`src/rtl/udp_ctrl_pkg.sv`:
```
// Shared definitions for the UDP control-register writer and checker:
// FSM states, control-word bit layout and the word builder.
package udp_ctrl_pkg;

    typedef enum logic [1:0] {
        IDLE,
        WRITE,
        WAIT_ACK,
        HOLDOFF
    } udp_state_e;

    localparam int unsigned CTRL_W     = 32;
    localparam int unsigned SEQ_W      = 8;
    localparam int unsigned PKTCNT_W   = 16;
    localparam int unsigned START_BIT  = 0;
    localparam int unsigned STOP_BIT   = 1;
    localparam int unsigned SEQ_LSB    = 8;
    localparam int unsigned PKTCNT_LSB = 16;

    // A stop command always carries a zero packet count.
    function automatic logic [CTRL_W-1:0] build_ctrl_word(
        input logic                stop,
        input logic [PKTCNT_W-1:0] pkt_cnt,
        input logic [SEQ_W-1:0]    seq
    );
        logic [CTRL_W-1:0] w;
        w                         = '0;
        w[START_BIT]              = ~stop;
        w[STOP_BIT]               = stop;
        w[SEQ_LSB +: SEQ_W]       = seq;
        w[PKTCNT_LSB +: PKTCNT_W] = stop ? '0 : pkt_cnt;
        return w;
    endfunction

endpackage

```
`src/rtl/udp_cmd_timer.sv`:
```
// Loadable saturating down-counter; expired_o is high while the count is zero.
module udp_cmd_timer #(
    parameter int unsigned CNT_W = 4
) (
    input  logic             clk_i,
    input  logic             rst_i,
    input  logic             load_i,
    input  logic [CNT_W-1:0] load_val_i,
    output logic             expired_o
);

    logic [CNT_W-1:0] cnt_q;
    logic [CNT_W-1:0] cnt_d;

    always_comb begin
        cnt_d = cnt_q;
        if (load_i) begin
            cnt_d = load_val_i;
        end else if (cnt_q != '0) begin
            cnt_d = cnt_q - CNT_W'(1);
        end
    end

    // Flag is registered alongside the count so it always equals (cnt_q == 0).
    always_ff @(posedge clk_i) begin
        if (rst_i) begin
            cnt_q     <= '0;
            expired_o <= 1'b1;
        end else begin
            cnt_q     <= cnt_d;
            expired_o <= (cnt_d == '0);
        end
    end

endmodule

```
`src/rtl/udp_start_cmd_gen.sv`:
```
// Start/stop command writer: formats a control word, strobes it out on wren,
// waits for ack with timeout/retry, then holds off before the next command.
module udp_start_cmd_gen
    import udp_ctrl_pkg::*;
#(
    parameter int unsigned DATA_WIDTH     = 32,
    parameter int unsigned WREN_LEN       = 2,
    parameter int unsigned ACK_TIMEOUT    = 1024,
    parameter int unsigned MAX_RETRY      = 3,
    parameter int unsigned HOLDOFF_CYCLES = 4
) (
    input  logic                  s_aclk,
    input  logic                  reset,
    input  logic                  cmd_valid,
    output logic                  cmd_ready,
    input  logic                  cmd_stop,
    input  logic [15:0]           cmd_pkt_cnt,
    output logic [DATA_WIDTH-1:0] data,
    output logic                  wren,
    input  logic                  ack,
    output logic                  busy,
    output logic                  done,
    output logic                  err,
    output logic [7:0]            seq_o
);

    localparam int unsigned WR_W     = (WREN_LEN > 1) ? $clog2(WREN_LEN) : 1;
    localparam int unsigned RTY_W    = (MAX_RETRY > 0) ? $clog2(MAX_RETRY + 1) : 1;
    localparam int unsigned TMR_MAX  = (ACK_TIMEOUT > HOLDOFF_CYCLES) ? ACK_TIMEOUT : HOLDOFF_CYCLES;
    localparam int unsigned TMR_W    = $clog2(TMR_MAX + 1);
    localparam bit          SKIP_HOLD = (HOLDOFF_CYCLES == 0);

    localparam logic [TMR_W-1:0] ACK_LOAD  = TMR_W'(ACK_TIMEOUT - 1);
    localparam logic [TMR_W-1:0] HOLD_LOAD = SKIP_HOLD ? '0 : TMR_W'(HOLDOFF_CYCLES - 1);
    localparam logic [WR_W-1:0]  WR_LAST   = WR_W'(WREN_LEN - 1);
    localparam logic [RTY_W-1:0] RTY_MAX   = RTY_W'(MAX_RETRY);

    udp_state_e            state_q;
    logic [DATA_WIDTH-1:0] data_q;
    logic                  wren_q;
    logic                  cmd_ready_q;
    logic                  busy_q;
    logic                  done_q;
    logic                  err_q;
    logic [7:0]            seq_q;
    logic [WR_W-1:0]       wr_cnt_q;
    logic [RTY_W-1:0]      retry_q;

    logic                  tmr_load_c;
    logic [TMR_W-1:0]      tmr_val_c;
    logic                  tmr_expired;

    // Timer is held at the ack timeout during WRITE and reloaded for holdoff on ack.
    always_comb begin
        tmr_load_c = (state_q == WRITE) || ((state_q == WAIT_ACK) && ack);
        tmr_val_c  = ack ? HOLD_LOAD : ACK_LOAD;
    end

    udp_cmd_timer #(
        .CNT_W(TMR_W)
    ) u_timer (
        .clk_i      (s_aclk),
        .rst_i      (reset),
        .load_i     (tmr_load_c),
        .load_val_i (tmr_val_c),
        .expired_o  (tmr_expired)
    );

    always_ff @(posedge s_aclk) begin
        if (reset) begin
            state_q     <= IDLE;
            data_q      <= '0;
            wren_q      <= 1'b0;
            cmd_ready_q <= 1'b1;
            busy_q      <= 1'b0;
            done_q      <= 1'b0;
            err_q       <= 1'b0;
            seq_q       <= '0;
            wr_cnt_q    <= '0;
            retry_q     <= '0;
        end else begin
            done_q <= 1'b0;
            case (state_q)
                IDLE: begin
                    if (cmd_valid) begin
                        data_q      <= DATA_WIDTH'(build_ctrl_word(cmd_stop, cmd_pkt_cnt,
                                                                   seq_q + 8'd1));
                        seq_q       <= seq_q + 8'd1;
                        err_q       <= 1'b0;
                        retry_q     <= '0;
                        wr_cnt_q    <= '0;
                        wren_q      <= 1'b1;
                        cmd_ready_q <= 1'b0;
                        busy_q      <= 1'b1;
                        state_q     <= WRITE;
                    end
                end
                WRITE: begin
                    if (ack) begin
                        wren_q      <= 1'b0;
                        done_q      <= 1'b1;
                        state_q     <= SKIP_HOLD ? IDLE : HOLDOFF;
                        cmd_ready_q <= SKIP_HOLD;
                        busy_q      <= !SKIP_HOLD;
                    end else if (wr_cnt_q == WR_LAST) begin
                        wren_q  <= 1'b0;
                        state_q <= WAIT_ACK;
                    end else begin
                        wr_cnt_q <= wr_cnt_q + WR_W'(1);
                    end
                end
                WAIT_ACK: begin
                    // An ack arriving with expiry takes priority over the retry.
                    if (ack) begin
                        done_q      <= 1'b1;
                        state_q     <= SKIP_HOLD ? IDLE : HOLDOFF;
                        cmd_ready_q <= SKIP_HOLD;
                        busy_q      <= !SKIP_HOLD;
                    end else if (tmr_expired) begin
                        if (retry_q < RTY_MAX) begin
                            retry_q  <= retry_q + RTY_W'(1);
                            wr_cnt_q <= '0;
                            wren_q   <= 1'b1;
                            state_q  <= WRITE;
                        end else begin
                            err_q       <= 1'b1;
                            cmd_ready_q <= 1'b1;
                            busy_q      <= 1'b0;
                            state_q     <= IDLE;
                        end
                    end
                end
                HOLDOFF: begin
                    if (tmr_expired) begin
                        cmd_ready_q <= 1'b1;
                        busy_q      <= 1'b0;
                        state_q     <= IDLE;
                    end
                end
                default: begin
                    wren_q      <= 1'b0;
                    cmd_ready_q <= 1'b1;
                    busy_q      <= 1'b0;
                    state_q     <= IDLE;
                end
            endcase
        end
    end

    assign data      = data_q;
    assign wren      = wren_q;
    assign cmd_ready = cmd_ready_q;
    assign busy      = busy_q;
    assign done      = done_q;
    assign err       = err_q;
    assign seq_o     = seq_q;

endmodule

```
`config.mk`:
```
export PLATFORM = sky130hd
export DESIGN_NAME = udp_start_cmd_gen
export DESIGN_NICKNAME = d
export VERILOG_FILES = /design/src/rtl/udp_ctrl_pkg.sv /design/src/rtl/udp_cmd_timer.sv /design/src/rtl/udp_start_cmd_gen.sv
export SDC_FILE = /design/constraint.sdc
export NUM_CORES = 1
export LEC_CHECK = 0
export CORE_AREA = 2 2 93 95
export DETAILED_ROUTE_END_ITERATION = 12
export DIE_AREA = 0 0 95 97
export SYNTH_ARGS = -nofsm -noshare
export SYNTH_HDL_FRONTEND = slang
export SYNTH_SLANG_ARGS = --single-unit
```
`constraint.sdc`:
```
create_clock -name s_aclk -period 3.2 [get_ports s_aclk]
set_input_delay 0.48 -clock s_aclk [delete_from_list [all_inputs] [get_ports s_aclk]]
set_output_delay 0.48 -clock s_aclk [all_outputs]
set_load 0.02 [all_outputs]
```
* Yosys cells after proc, flatten, opt, wreduce, memory -nomap -nowiden
Index checks and enable logic that the tools add are counted.
** Word-level totals
- Bits in registers :: 56
- Bits of input ports :: 21
- Logic and storage cells :: 95
** Operators by class
- $add $sub $neg :: 4
- Magnitude comparators :: 1
- Equal/unequal tests :: 14
- Muxes and demuxes :: 46
- Bitwise operators :: 2
- Reductions and logical operators :: 16
** Operator list (count)
- 1-bit two-way mux :: 25
- 11-bit two-way mux :: 2
- 2-bit two-way mux :: 10
- 16-bit two-way mux :: 1
- 5-bit AND reduction :: 3
- 6-bit AND reduction :: 2
- 11-bit zero test :: 1
- 11-bit nonzero test :: 1
- 11-bit by 1-bit subtractor with 11-bit output, second input constant :: 1
- 10-bit two-way mux :: 1
- 2-bit != test, second input constant :: 5
- 8-bit by 1-bit adder with 8-bit output, second input constant :: 1
- 1-bit one-hot mux with 4 select lines :: 2
- 2-bit one-hot mux with 4 select lines :: 1
- 2-bit by 1-bit != test with 1-bit output, second input constant :: 3
- 3-bit != test, second input constant :: 2
- 1-bit one-hot mux with 3 select lines :: 2
- 2-bit == test, second input constant :: 2
- 2-bit one-hot mux with 2 select lines :: 1
- 4-bit AND reduction :: 1
- 2-bit OR reduction :: 2
- 3-bit by 2-bit != test with 1-bit output, second input constant :: 1
- 3-bit nonzero test :: 1
- 2-bit by 1-bit adder with 2-bit output, second input constant :: 1
- other kinds (10) :: 11

* Logic depth before layout (Yosys ltp)
Gate-level depths: netlist (run 1).
- Depth in word-level cells :: 5
- Mapped depth :: 8
- Depth with buffers taken out :: 7

* By module
From an unflattened synthesis (run 1), not the netlist that was laid out.
** Unflattened totals
- Cell total of the unflattened synthesis :: 288
- Area, all modules :: 2467.4 sq um
** By module, submodules not included
- udp_start_cmd_gen :: instances 1, cells each 202, area each 1749.2 sq um, sequential area each 720.7 sq um
- udp_cmd_timer :: instances 1, cells each 86, area each 718.2 sq um, sequential area each 240.2 sq um

* Worst setup path before layout (run 1)
OpenSTA, ideal clock, no wires.
- Path type :: register to register
- From :: reg u_timer.cnt_q[0]
- To :: reg u_timer.expired_o
- Setup time :: 59 ps
- Data arrival time :: 2223 ps
- Path slack :: 917 ps
- Cell stages (with the launch flop) :: 8
- Buffers on the path :: 0
- Clock period less this slack :: 2283 ps
- Cells stage by stage :: dfxtp_1 inv_1 ha_1 or4b_4 nor4b_4 mux2_4 nor4_1 a41o_1
** Between the ends
- Word-level cells in the longest chain between the ends :: 4
- Elaborated cells on any way between the ends :: 5
- Classes of those cells :: add/sub (1); mux (2); reduce/logical (2)
** Ends and longest elaborated chain
- start, declared :: line udp_cmd_timer.sv:12 : logic [CNT_W-1:0] cnt_q;
- start signal, assigned :: line udp_cmd_timer.sv:30 : cnt_q <= cnt_d;
- 11-bit by 1-bit subtractor with 11-bit output / 11-bit nonzero test (equally long branches) :: line udp_cmd_timer.sv:20, udp_cmd_timer.sv:19
- 11-bit two-way mux (*) :: line udp_cmd_timer.sv:19 : end else if (cnt_q != '0) begin
- 11-bit two-way mux (*) :: line udp_cmd_timer.sv:17 : if (load_i) begin
- 11-bit zero test (*) :: line udp_cmd_timer.sv:31 : expired_o <= (cnt_d == '0);
- end signal, assigned :: line udp_cmd_timer.sv:31
- end, declared :: line udp_cmd_timer.sv:9 : output logic expired_o
Mark *: on every way between the ends. The rest lies on a longest branch, timed or not.
A chain may end at the register's enable or synchronous reset.

* Worst setup path after layout (run 1)
Same ends and word-level chain as after synthesis.

==> summary.md, run 1 <==
| Metric | Value |
|---|---|
| Global route overflow | `0` |
| Avg Cell Area, Syn | `8.492 sq um` |
| Type of element capturing the critical path | `flip-flop` |
| Drt drc | `0` |
| Initial core utilization | `29.86%` |
| Placement row count | `33` |
| Post-synth cell types | `51` |
| Critical path arrival | `2.72 ns` |
| Register cell area after layout | `960.9 sq um` |
| Overall die width | `95 um` |
| Post-route total power | `2.547 mW` |
| Most common library cell in the layout ignoring fill and taps | `clkdlybuf4s50_1` |
| Yosys warnings | `0` |
| Leakage power figure | `1.168 nW` |
| Clock tree skew after final layout | `0.008753 ns` |
| Number of buffer cells added on primary ports | `59` |
| Total power per unit cell area | `814.4 mW/mm^2` |
| Die Ht | `97 um` |
| Dominant cell type by area after synthesis | `dfxtp_1` |
| Clock sinks | `48` |
| WL final | `5474 um` |
| Top post-synthesis cells by area | `dfxtp_1, a21oi_1, nand2_1, nand3b_1, ha_1` |
| Clk root buf | `clkbuf_8` |
| Number of antenna-violating nets in the routed design | `0` |
| Most used cells in the layout excluding fill and tap cells | `clkdlybuf4s50_1, dfxtp_1, nand2_1` |
| Total of flip-flops plus latches after synthesis | `48` |
| Count of max-cap constraint violations | `0` |
| Worst VDD drop | `366.9 uV` |
| Worst min path class | `flip-flop to flip-flop` |
| Area of the core | `0.008134 sq mm` |
| Status | `finished, final reports clean` |
| Post-synthesis cell count | `286` |
| Signed area change from the synthesized netlist to the final layout | `28.75%` |
| Maximum number of pins on one net before global-route repair | `46` |
| Cell area after technology mapping | `0.002429 sq mm` |
| Overall die area | `0.009215 sq mm` |
| Number of DRC violations after detailed-routing iteration 0 | `121` |
| Sequential fraction of the synthesis area | `39.57%` |
| Maximum fanout along the worst path | `7` |
| Count of fill cells added during filler insertion | `814` |
| Routed via count | `2103` |
| Hold Vio Cnt, Final | `0` |
| Global-route wire length before repair | `9880 um` |
| Layout cells sized above 1 | `5.405%` |
| Total negative slack | `0 ns` |
| Final setup vio count | `0` |
| Worst Max-Slew Pin Slew | `0.6834 ns` |
| Final Net Count | `363` |
| First-pass iteration count of the detailed router | `4` |
| CP startpoint kind | `flip-flop` |
| Top-area cell type share of the netlist area | `39.57%` |
| Source-to-sink clock delay at the later pin of the worst-skew pair | `0.30 ns` |
| Number of flops mapped to enable cells by yosys | `0` |
| CTS buffer count | `5` |
| Antenna violations before repair | `0` |
| Final min period | `2.481 ns` |
| CTS resizes | `0` |
| DPL Wire Length | `3896 um` |
| Crit Path Class | `flip-flop to flip-flop` |
| Flip-flop cell with the highest count after synthesis | `dfxtp_1` |
| Worst hold path cell count | `2` |
| Total count of max-transition violations in the final report | `0` |
| Via count of the first global-routing pass | `2100` |
| Antenna diode count | `0` |
| Global Route Usage Sum | `12.96%` |
| Tightest slew margin relative to the limit | `54.02%` |
| Post-CTS setup-driven buffer insertion count | `0` |
| Clock-pin slew reported for the worst setup and hold paths after clock tree synthesis | `0.09 ns` |
| Share of async-settable or async-resettable flops after synthesis | `0%` |
| Depth of the CTS H-tree | `2` |
| Setup repair after global routing missed its margin | `false` |
| Multi-input combinational cell area | `0.001280 sq mm` |
| Depth of the most critical reg-to-reg path | `7` |
| Period Utilization, post-route | `77.52%` |
| Total I/O pin count | `66` |
| CTS tree | `done` |
| Longest Clk Path Bufs | `2` |
| Cts hold-fix bufs | `0` |
| Achievable frequency | `403.1 MHz` |
| RD Place Congestion | `0.8126` |
| Average wire per standard cell | `12.50 um` |
| Drt via density | `4.801` |
| Required @ worst endpoint | `3.44 ns` |
## cell usage after synthesis, types with 2 or more instances
cell type	count
a21o_1	3
dfxtp_1	48
a21oi_1	35
nand2b_1	3
nand2_1	37
xor2_1	5
and3_1	2
and2_1	3
nor3_1	5
nand3_1	4
buf_6	2
nor2b_1	2
nand3b_1	18
a2bb2oi_1	2
o21ai_0	9
inv_1	8
buf_4	15
xnor2_1	5
ha_1	10
a31oi_1	2
nor2_1	19
a211oi_1	2
clkbuf_1	10
o31ai_1	3
or3_1	4
nand4_1	3
nor4_1	3
## flip-flops by register name, summed over array words and instances (netlist names)
name / flops
busy: 1
wr_cnt_q: 1
wren: 1
retry_q: 2
u_timer.cnt_q: 11
done: 1
seq_o: 7
u_timer.expired_o: 1
data: 19
err: 1
state_q: 2
cmd_ready: 1
## layer usage
| layer | part of all wire [%] | vias to the layer above | track usage, % |
|---|---|---|---|
| li1 | - | 1068 | - |
| met1 | 46 | 974 | 16.89 |
| met2 | 45 | 59 | 20.19 |
| met3 | 7.8 | 2 | 4.751 |
| met4 | 0.33 | 0 | 3.344 |
| met5 | 0 | - | 0 |
## metrics by stage
stage	setup slack, ns	area (sq um)	util (%)	std cells	hold WS, ns
after detailed placement	0.7634	3015	37.07	430	0.4479
after CTS	0.7230	3127	38.44	438	0.4603
after global routing	0.5142	3127	38.44	438	0.4794
after floorplan	0.9173	2447	-	291	0.4815
after global placement	0.8288	3015	37.07	430	0.4375
final	0.7192	3127	38.44	438	0.4575
## critical path: stages (launching register included)
cell     delay [ns]
dfxtp_1        0.34
inv_1          0.15
ha_1           0.19
or4b_4         0.50
nor4b_4        0.47
mux2_4         0.34
nor4_1         0.23
a41o_1         0.20
## cell type report
class                           count  share of cell area, %
Timing Repair Buffer               62                  19.61
Inverter                            8                 0.9604
Clock buffer                        5                  2.201
Tap cell                          105                  4.202
Clock inverter                      3                  1.361
Sequential cell                    48                  30.73
Multi-Input combinational cell    207                  40.94
## where the power goes
group	total, mW	internal, mW	switching [mW]
Clock	0.433	0.231	0.202
Sequential	0.878	0.732	0.146
Combinational	1.24	0.560	0.675
## worst paths after layout
kind | from | endpoint | slack (ns)
worst max-delay path | u_timer.cnt_q[0]$_SDFF_PP0_ | u_timer.expired_o$_SDFF_PP1_ | 0.72
worst min-delay path | data[26]$_SDFFE_PP0P_ | data[26]$_SDFFE_PP0P_ | 0.46
worst max register to register | u_timer.cnt_q[0]$_SDFF_PP0_ | u_timer.expired_o$_SDFF_PP1_ | 0.72
worst min register to register | data[26]$_SDFFE_PP0P_ | data[26]$_SDFFE_PP0P_ | 0.46
## cell families after synthesis
kind of cell,after synthesis,synth area share [%]
flops,48,39.57
simple gates,111,24.88
fa+ha+maj,10,5.152
buf+inv,36,8.501
other cells,1,0.1544
compound gates,68,17.11
mux,2,1.030
xor+xnor,10,3.606
Power figures use the tool's default switching activity.
==> run 2, diff against run 1 <==
==> constraint.sdc (replaced) <==
create_clock -name s_aclk -period 2.6 [get_ports s_aclk]
set_input_delay 0.39 -clock s_aclk [delete_from_list [all_inputs] [get_ports s_aclk]]
set_output_delay 0.39 -clock s_aclk [all_outputs]
set_load 0.02 [all_outputs]
==> run 2 against run 1 <==
- sequential power up 23%
- fmax up 7.9%
- setup slack worse by 0.42 ns
- clock skew down 0.0030 ns
- flip-flop and latch count unchanged
- hold slack worse by 0.0035 ns
- clock power up 36%
- core utilization up 0.46 points
- design area up 1.2%
- non-clock buffer count up 3
- critical path type unchanged
- critical endpoint unchanged
- largest cell class unchanged
==> summary.md, run 2 (synthesized netlist as in run 1, its figures left out) <==
| Metric | Value |
|---|---|
| CP delay by family, top | `simple AND/OR/NAND/NOR gates` |
| Signed area change from the synthesized netlist to the final layout | `30.29%` |
| Routed via count | `2132 (+1.4%)` |
| Met3 wire length | `448 um (+4.4%)` |
| First-pass iteration count of the detailed router | `4 (unchanged)` |
| Depth of the CTS H-tree | `2 (unchanged)` |
| Register cell area after layout | `960.9 sq um (unchanged)` |
| Via count of the first global-routing pass | `2014 (-4.1%)` |
| Most used cells in the layout excluding fill and tap cells | `clkdlybuf4s50_1, dfxtp_1, nand2_1` |
| Detailed-route wire length on metal 1 | `2544 um (unchanged)` |
| Overall die width | `95 um (unchanged)` |
| Antenna violations before repair | `0 (unchanged)` |
| CP startpoint kind | `flip-flop` |
| Total count of max-transition violations in the final report | `0 (unchanged)` |
| Post-placement setup slack | `0.3236 ns (-0.4399 ns)` |
| Min-Delay Startpoint | `data[29]$_SDFFE_PP0P_` |
| Layout cells sized above 1 | `6.250% (+0.84 points)` |
| Achievable frequency | `435.0 MHz (+7.9%)` |
| Clock sinks | `48 (unchanged)` |
| Worst reg2reg endpoint | `u_timer.expired_o$_SDFF_PP1_` |
| WL final | `5556 um (+1.5%)` |
| Total power per unit cell area | `1022 mW/mm^2 (+25%)` |
| Maximum fanout along the worst path | `5 (-2)` |
| Initial core utilization | `29.86% (unchanged)` |
| Worst hold path cell count | `2 (unchanged)` |
| Launch point of the worst reg-to-reg path | `u_timer.cnt_q[0]$_SDFF_PP0_` |
| Clk root buf | `clkbuf_8` |
| Cts hold-fix bufs | `0 (unchanged)` |
| Global-route wire length before repair | `9480 um (-4.0%)` |
| Tightest slew margin relative to the limit | `53.28% (-0.74 points)` |
| Worst setup slack after layout | `0.3013 ns (-0.4179 ns)` |
| Worst Max-Slew Pin Slew | `0.6945 ns (+0.01103 ns)` |
| Average wire per standard cell | `12.60 um (+0.81%)` |
| Count of buffer and inverter cells on the critical path | `1 (unchanged)` |
| CTS resizes | `0 (unchanged)` |
| Depth of the most critical reg-to-reg path | `7 (unchanged)` |
| Highest routed layer | `met4` |
| Area of the core | `0.008134 sq mm (unchanged)` |
| Crit Path Class | `flip-flop to flip-flop` |
| Clock tree skew after final layout | `0.005771 ns (-0.002982 ns)` |
| Final min period | `2.299 ns (-0.1821 ns)` |
| Total negative slack | `0 ns (unchanged)` |
| Global route overflow | `0 (unchanged)` |
| Clock-pin slew reported for the worst setup and hold paths after clock tree synthesis | `0.09 ns (about the same)` |
| RD Place Congestion | `0.8354 (+2.8%)` |
| CTS tree | `done` |
| Drt via density | `4.834 (+0.69%)` |
| Worst VDD drop | `318.6 uV (-13%)` |
| Final non-filler cell area | `0.003164 sq mm (+1.2%)` |
| Register-to-register setup slack | `0.30 ns (-0.42 ns)` |
| Hold Vio Cnt, Final | `0 (unchanged)` |
| Setup repair after global routing missed its margin | `false` |
| Required @ worst endpoint | `2.84 ns (-0.60 ns)` |
| Count of fill cells added during filler insertion | `807 (-0.86%)` |
| Number of DRC violations after detailed-routing iteration 0 | `110 (-9.1%)` |
| Most common library cell in the layout ignoring fill and taps | `clkdlybuf4s50_1` |
| Global Route Usage Sum | `12.45% (-0.51 points)` |
| Drt drc | `0 (unchanged)` |
| Critical Path, Cell by Cell | `inv_1, ha_1, or4b_4, nor4b_4, mux2_4, nor4_1, a41o_1` |
| Die Ht | `97 um (unchanged)` |
| Status | `finished, final reports clean` |
| Longest Clk Path Bufs | `2 (unchanged)` |
| Hold-critical path endpoint | `data[29]$_SDFFE_PP0P_` |
| Antenna diode count | `0 (unchanged)` |
| Total I/O pin count | `66 (unchanged)` |
| Type of element capturing the critical path | `flip-flop` |
| Maximum number of pins on one net before global-route repair | `22 (-52%)` |
| CTS buffer count | `5 (unchanged)` |
| Longest individual stage delay on the worst path | `0.50 ns (about the same)` |
| Critical path arrival | `2.54 ns (-0.18 ns)` |
| Placement row count | `33 (unchanged)` |
| Leakage power figure | `1.194 nW (+2.2%)` |
| Final setup vio count | `0 (unchanged)` |
| Post-CTS setup-driven buffer insertion count | `0 (unchanged)` |
| Post-DP Area | `0.003038 sq mm (+0.75%)` |
| Worst hold slack | `0.4540 ns (-0.003457 ns)` |
| Number of antenna-violating nets in the routed design | `0 (unchanged)` |
| Multi-input combinational cell area | `0.001280 sq mm (unchanged)` |
| DPL Wire Length | `4072 um (+4.5%)` |
| Routed met2 length | `2490 um (+0.32%)` |
| Overall die area | `0.009215 sq mm (unchanged)` |
| Count of max-cap constraint violations | `0 (unchanged)` |
| Worst min path class | `flip-flop to flip-flop` |
| Number of buffer cells added on primary ports | `59 (unchanged)` |
| Period Utilization, post-route | `88.41% (+11 points)` |
| Critical-path top delay cell | `or4b_4` |
| Max reg flops | `19 (unchanged)` |
| Source-to-sink clock delay at the later pin of the worst-skew pair | `0.30 ns (about the same)` |
| Final Net Count | `366 (+0.83%)` |
[run 2: stage by stage]
stage	std cells	util, %	total power [mW]
after detailed placement	433	37.35	2.654
final	441	38.90	3.233
after CTS	441	38.90	3.258
after global placement	433	37.35	2.654
after global routing	441	38.90	3.492
after floorplan	291	-	2.204
[run 2: power breakdown]
part           leakage [nW]  internal [mW]  total, mW  switching, mW
Sequential            0.393          0.902       1.08          0.181
Combinational         0.736          0.719       1.56          0.845
Clock                0.0645          0.339      0.587          0.247
[run 2: worst max-delay path by stage]
| stage | start | to | slack (ns) | cells past startpoint |
|---|---|---|---|---|
| after floorplan | u_timer.cnt_q[0]$_SDFF_PP0_ | u_timer.expired_o$_SDFF_PP1_ | 0.32 | 7 |
| after global placement | u_timer.cnt_q[0]$_SDFF_PP0_ | u_timer.expired_o$_SDFF_PP1_ | 0.37 | 8 |
| after detailed placement | u_timer.cnt_q[0]$_SDFF_PP0_ | u_timer.expired_o$_SDFF_PP1_ | 0.32 | 7 |
| after CTS | u_timer.cnt_q[0]$_SDFF_PP0_ | u_timer.expired_o$_SDFF_PP1_ | 0.30 | 7 |
| after global routing | u_timer.cnt_q[0]$_SDFF_PP0_ | u_timer.expired_o$_SDFF_PP1_ | 0.21 | 7 |
| final | u_timer.cnt_q[0]$_SDFF_PP0_ | u_timer.expired_o$_SDFF_PP1_ | 0.30 | 7 |
[run 2: tightest hold or removal path, stage by stage, from the launching register on]
cell and delay, ns:
dfxtp_1 0.31, nand2_1 0.05, a21oi_1 0.05
[run 2: metal layers]
metal,up-vias,track usage [%]
li1,1083,-
met1,971,16.01
met2,70,19.69
met3,8,4.206
met4,0,3.567
met5,-,0
[run 2: cell type report]
cell class,instances,share of cell area [%]
Multi-Input combinational cell,207,40.45
Sequential cell,48,30.37
Timing Repair Buffer,65,20.09
Tap cell,105,4.152
Clock buffer,7,3.045
Clock inverter,1,0.9490
Inverter,8,0.9490
==> run 3, diff against run 2 <==
--- a/config.mk
+++ b/config.mk
@@ -8,6 +8,8 @@
 export CORE_AREA = 2 2 93 95
 export DETAILED_ROUTE_END_ITERATION = 12
 export DIE_AREA = 0 0 95 97
+export RECOVER_POWER = 25
+export SKIP_CTS_REPAIR_TIMING = 1
 export SYNTH_ARGS = -nofsm -noshare
 export SYNTH_HDL_FRONTEND = slang
 export SYNTH_SLANG_ARGS = --single-unit
==> run 3 against run 2 <==
- fmax fell by 0.47%
- largest cell class unchanged
- register-to-register slack hardly changed
- routed wire length down 0.34%
- sequential power is essentially flat
- global-route usage unchanged
- die area unchanged
- clock power barely moved
- critical endpoint unchanged
==> summary.md, run 3 (synthesized netlist as in run 1, its figures left out) <==
| Metric | Value |
|---|---|
| Via count of the first global-routing pass | `2014 (unchanged)` |
| First-pass iteration count of the detailed router | `4 (unchanged)` |
| Worst reg2reg endpoint | `u_timer.expired_o$_SDFF_PP1_` |
| Worst min path class | `flip-flop to flip-flop` |
| RD Place Congestion | `0.8354 (unchanged)` |
| Maximum number of pins on one net before global-route repair | `22 (unchanged)` |
| Final setup vio count | `0 (unchanged)` |
| Depth of the most critical reg-to-reg path | `7 (unchanged)` |
| Worst VDD drop | `317.8 uV (-0.28%)` |
| Crit Path Class | `flip-flop to flip-flop` |
| Number of DRC violations after detailed-routing iteration 0 | `120 (+9.1%)` |
| Worst Max-Slew Pin Slew | `0.8878 ns (+0.1933 ns)` |
| Total I/O pin count | `66 (unchanged)` |
| Number of buffer cells added on primary ports | `59 (unchanged)` |
| Total count of max-transition violations in the final report | `0 (unchanged)` |
| Placed Cells | `433 (unchanged)` |
| DPL Wire Length | `4072 um (unchanged)` |
| Initial core utilization | `29.86% (unchanged)` |
| Hold Vio Cnt, Final | `0 (unchanged)` |
| Tightest slew margin relative to the limit | `40.81% (-12 points)` |
| Leakage power figure | `1.236 nW (+3.6%)` |
| Type of element capturing the critical path | `flip-flop` |
| Setup repair after global routing missed its margin | `false` |
| Multi-input combinational cell area | `0.001280 sq mm (unchanged)` |
| Overall die area | `0.009215 sq mm (unchanged)` |
| WL final | `5537 um (-0.34%)` |
| Overall die width | `95 um (unchanged)` |
| CTS buffer count | `5 (unchanged)` |
| Count of fill cells added during filler insertion | `809 (+0.25%)` |
| Total power per unit cell area | `1016 mW/mm^2 (-0.56%)` |
| Relative contribution of sequential cells to total power | `33.6% (about the same)` |
| Clock sinks | `48 (unchanged)` |
| Maximum fanout along the worst path | `5 (unchanged)` |
| Max reg flops | `19 (unchanged)` |
| Worst hold slack | `0.4508 ns (-0.003225 ns)` |
| Register cell area after layout | `960.9 sq um (unchanged)` |
| Post-DP Area | `0.003038 sq mm (unchanged)` |
| Register-to-register setup slack | `0.29 ns (about the same)` |
| Internal portion of total power | `1.939 mW (-1.0%)` |
| Worst setup path start | `u_timer.cnt_q[0]$_SDFF_PP0_` |
| Part of the total power dissipated in combinational logic | `48.1% (-0.3 points)` |
| Layout cells sized above 1 | `5.952% (-0.30 points)` |
| Global route overflow | `0 (unchanged)` |
| Area of the core | `0.008134 sq mm (unchanged)` |
| Achievable frequency | `433.0 MHz (-0.47%)` |
| Final Net Count | `366 (unchanged)` |
| CTS tree | `done` |
| Depth of the CTS H-tree | `2 (unchanged)` |
| Source-to-sink clock delay at the later pin of the worst-skew pair | `0.30 ns (about the same)` |
| Most used cells in the layout excluding fill and tap cells | `dfxtp_1, clkdlybuf4s50_1, nand2_1` |
| Final non-filler cell area | `0.003161 sq mm (-0.12%)` |
| Antenna diode count | `0 (unchanged)` |
| Post-route total power | `3.211 mW (-0.68%)` |
| Global Route Usage Sum | `12.45% (unchanged)` |
| Clock-pin slew reported for the worst setup and hold paths after clock tree synthesis | `0.09 ns (about the same)` |
| Routed via count | `2123 (-0.42%)` |
| Die Ht | `97 um (unchanged)` |
| Final min period | `2.310 ns (+0.01097 ns)` |
| Placement row count | `33 (unchanged)` |
| CP startpoint kind | `flip-flop` |
| Switch share | `39.62% (+0.22 points)` |
| Signed area change from the synthesized netlist to the final layout | `30.14%` |
| Non-filler instance count after layout | `441 (unchanged)` |
| Clk root buf | `clkbuf_8` |
| Clock tree skew after final layout | `0.006748 ns (+0.0009772 ns)` |
| Required @ worst endpoint | `2.84 ns (about the same)` |
| Launch point of the worst reg-to-reg path | `u_timer.cnt_q[0]$_SDFF_PP0_` |
| Most common library cell in the layout ignoring fill and taps | `dfxtp_1` |
| Crit path capture | `u_timer.expired_o$_SDFF_PP1_` |
| Antenna violations before repair | `0 (unchanged)` |
| Longest Clk Path Bufs | `2 (unchanged)` |
| Net Switching | `1.272 mW (-0.11%)` |
| Critical path arrival | `2.55 ns (about the same)` |
| Count of max-cap constraint violations | `0 (unchanged)` |
| Total negative slack | `0 ns (unchanged)` |
| Global-route wire length before repair | `9480 um (unchanged)` |
| Drt via density | `4.814 (-0.42%)` |
| Period Utilization, post-route | `88.83% (+0.42 points)` |
| Average wire per standard cell | `12.56 um (-0.34%)` |
| Status | `finished, final reports clean` |
| Clock power frac | `18.3% (+0.2 points)` |
| Number of antenna-violating nets in the routed design | `0 (unchanged)` |
| Drt drc | `0 (unchanged)` |
run 3: cell types whose count changed in the layout (fill, tap and decap cells not counted), sizes merged:
cell | before | now
clkbuf | 7 | 8
buf | 6 | 5
dlygate4sd3 | 0 | 18
clkdlybuf4s50 | 59 | 41
run 3: critical path, stage by stage (launching register included):
cell and delay (ns):
dfxtp_1 0.33, inv_1 0.16, ha_1 0.19, or4b_4 0.50
nor4b_4 0.32, mux2_4 0.32, nor4_1 0.24, a41o_1 0.20
run 3: worst min-delay path by stage:
stage          slack (ns)                       to                     from  cells past startpoint
2_1_floorplan        0.48  retry_q[1]$_SDFFE_PP0P_  retry_q[1]$_SDFFE_PP0P_                      2
3_3_place_gp         0.44    data[27]$_SDFFE_PP0P_    data[27]$_SDFFE_PP0P_                      2
3_5_place_dp         0.45    data[31]$_SDFFE_PP0P_    data[31]$_SDFFE_PP0P_                      2
4_1_cts              0.46    data[29]$_SDFFE_PP0P_    data[29]$_SDFFE_PP0P_                      2
5_1_grt              0.47    data[22]$_SDFFE_PP0P_    data[22]$_SDFFE_PP0P_                      2
6_report             0.45    data[29]$_SDFFE_PP0P_    data[29]$_SDFFE_PP0P_                      2
run 3: area by class of cell:
type                       count  area share, %
clock inverter                 1         0.9501
sequential                    48          30.40
clock buffer                   7          3.048
tap                          105          4.157
inverter                       8         0.9501
multi-input combinational    207          40.50
timing repair buffer          65          19.99
run 3: layer usage:
layer / part of all wire (%) / track usage [%] / up-vias
met3: 7.5 / 4.206 / 8
met1: 46 / 16.01 / 968
met2: 45 / 19.69 / 66
met5: 0 / 0 / -
li1: - / - / 1081
met4: 1.3 / 3.567 / 0
run 3: per-stage QoR:
stage / setup slack [ns] / util (%)
2_1_floorplan: 0.3173 / -
3_3_place_gp: 0.3684 / 37.35
3_5_place_dp: 0.3236 / 37.35
4_1_cts: 0.2970 / 38.90
5_1_grt: 0.1881 / 38.86
6_report: 0.2903 / 38.86
run 3: power groups by stage:
| stage | sequential, mW | clock (mW) | combinational [mW] |
|---|---|---|---|
| global placement | 1.10 | 0 | 1.56 |
| floorplan | 1.12 | 0 | 1.08 |
| finish | 1.08 | 0.588 | 1.54 |
| detailed placement | 1.10 | 0 | 1.56 |
| global route | 1.11 | 0.636 | 1.72 |
| CTS | 1.08 | 0.605 | 1.57 |
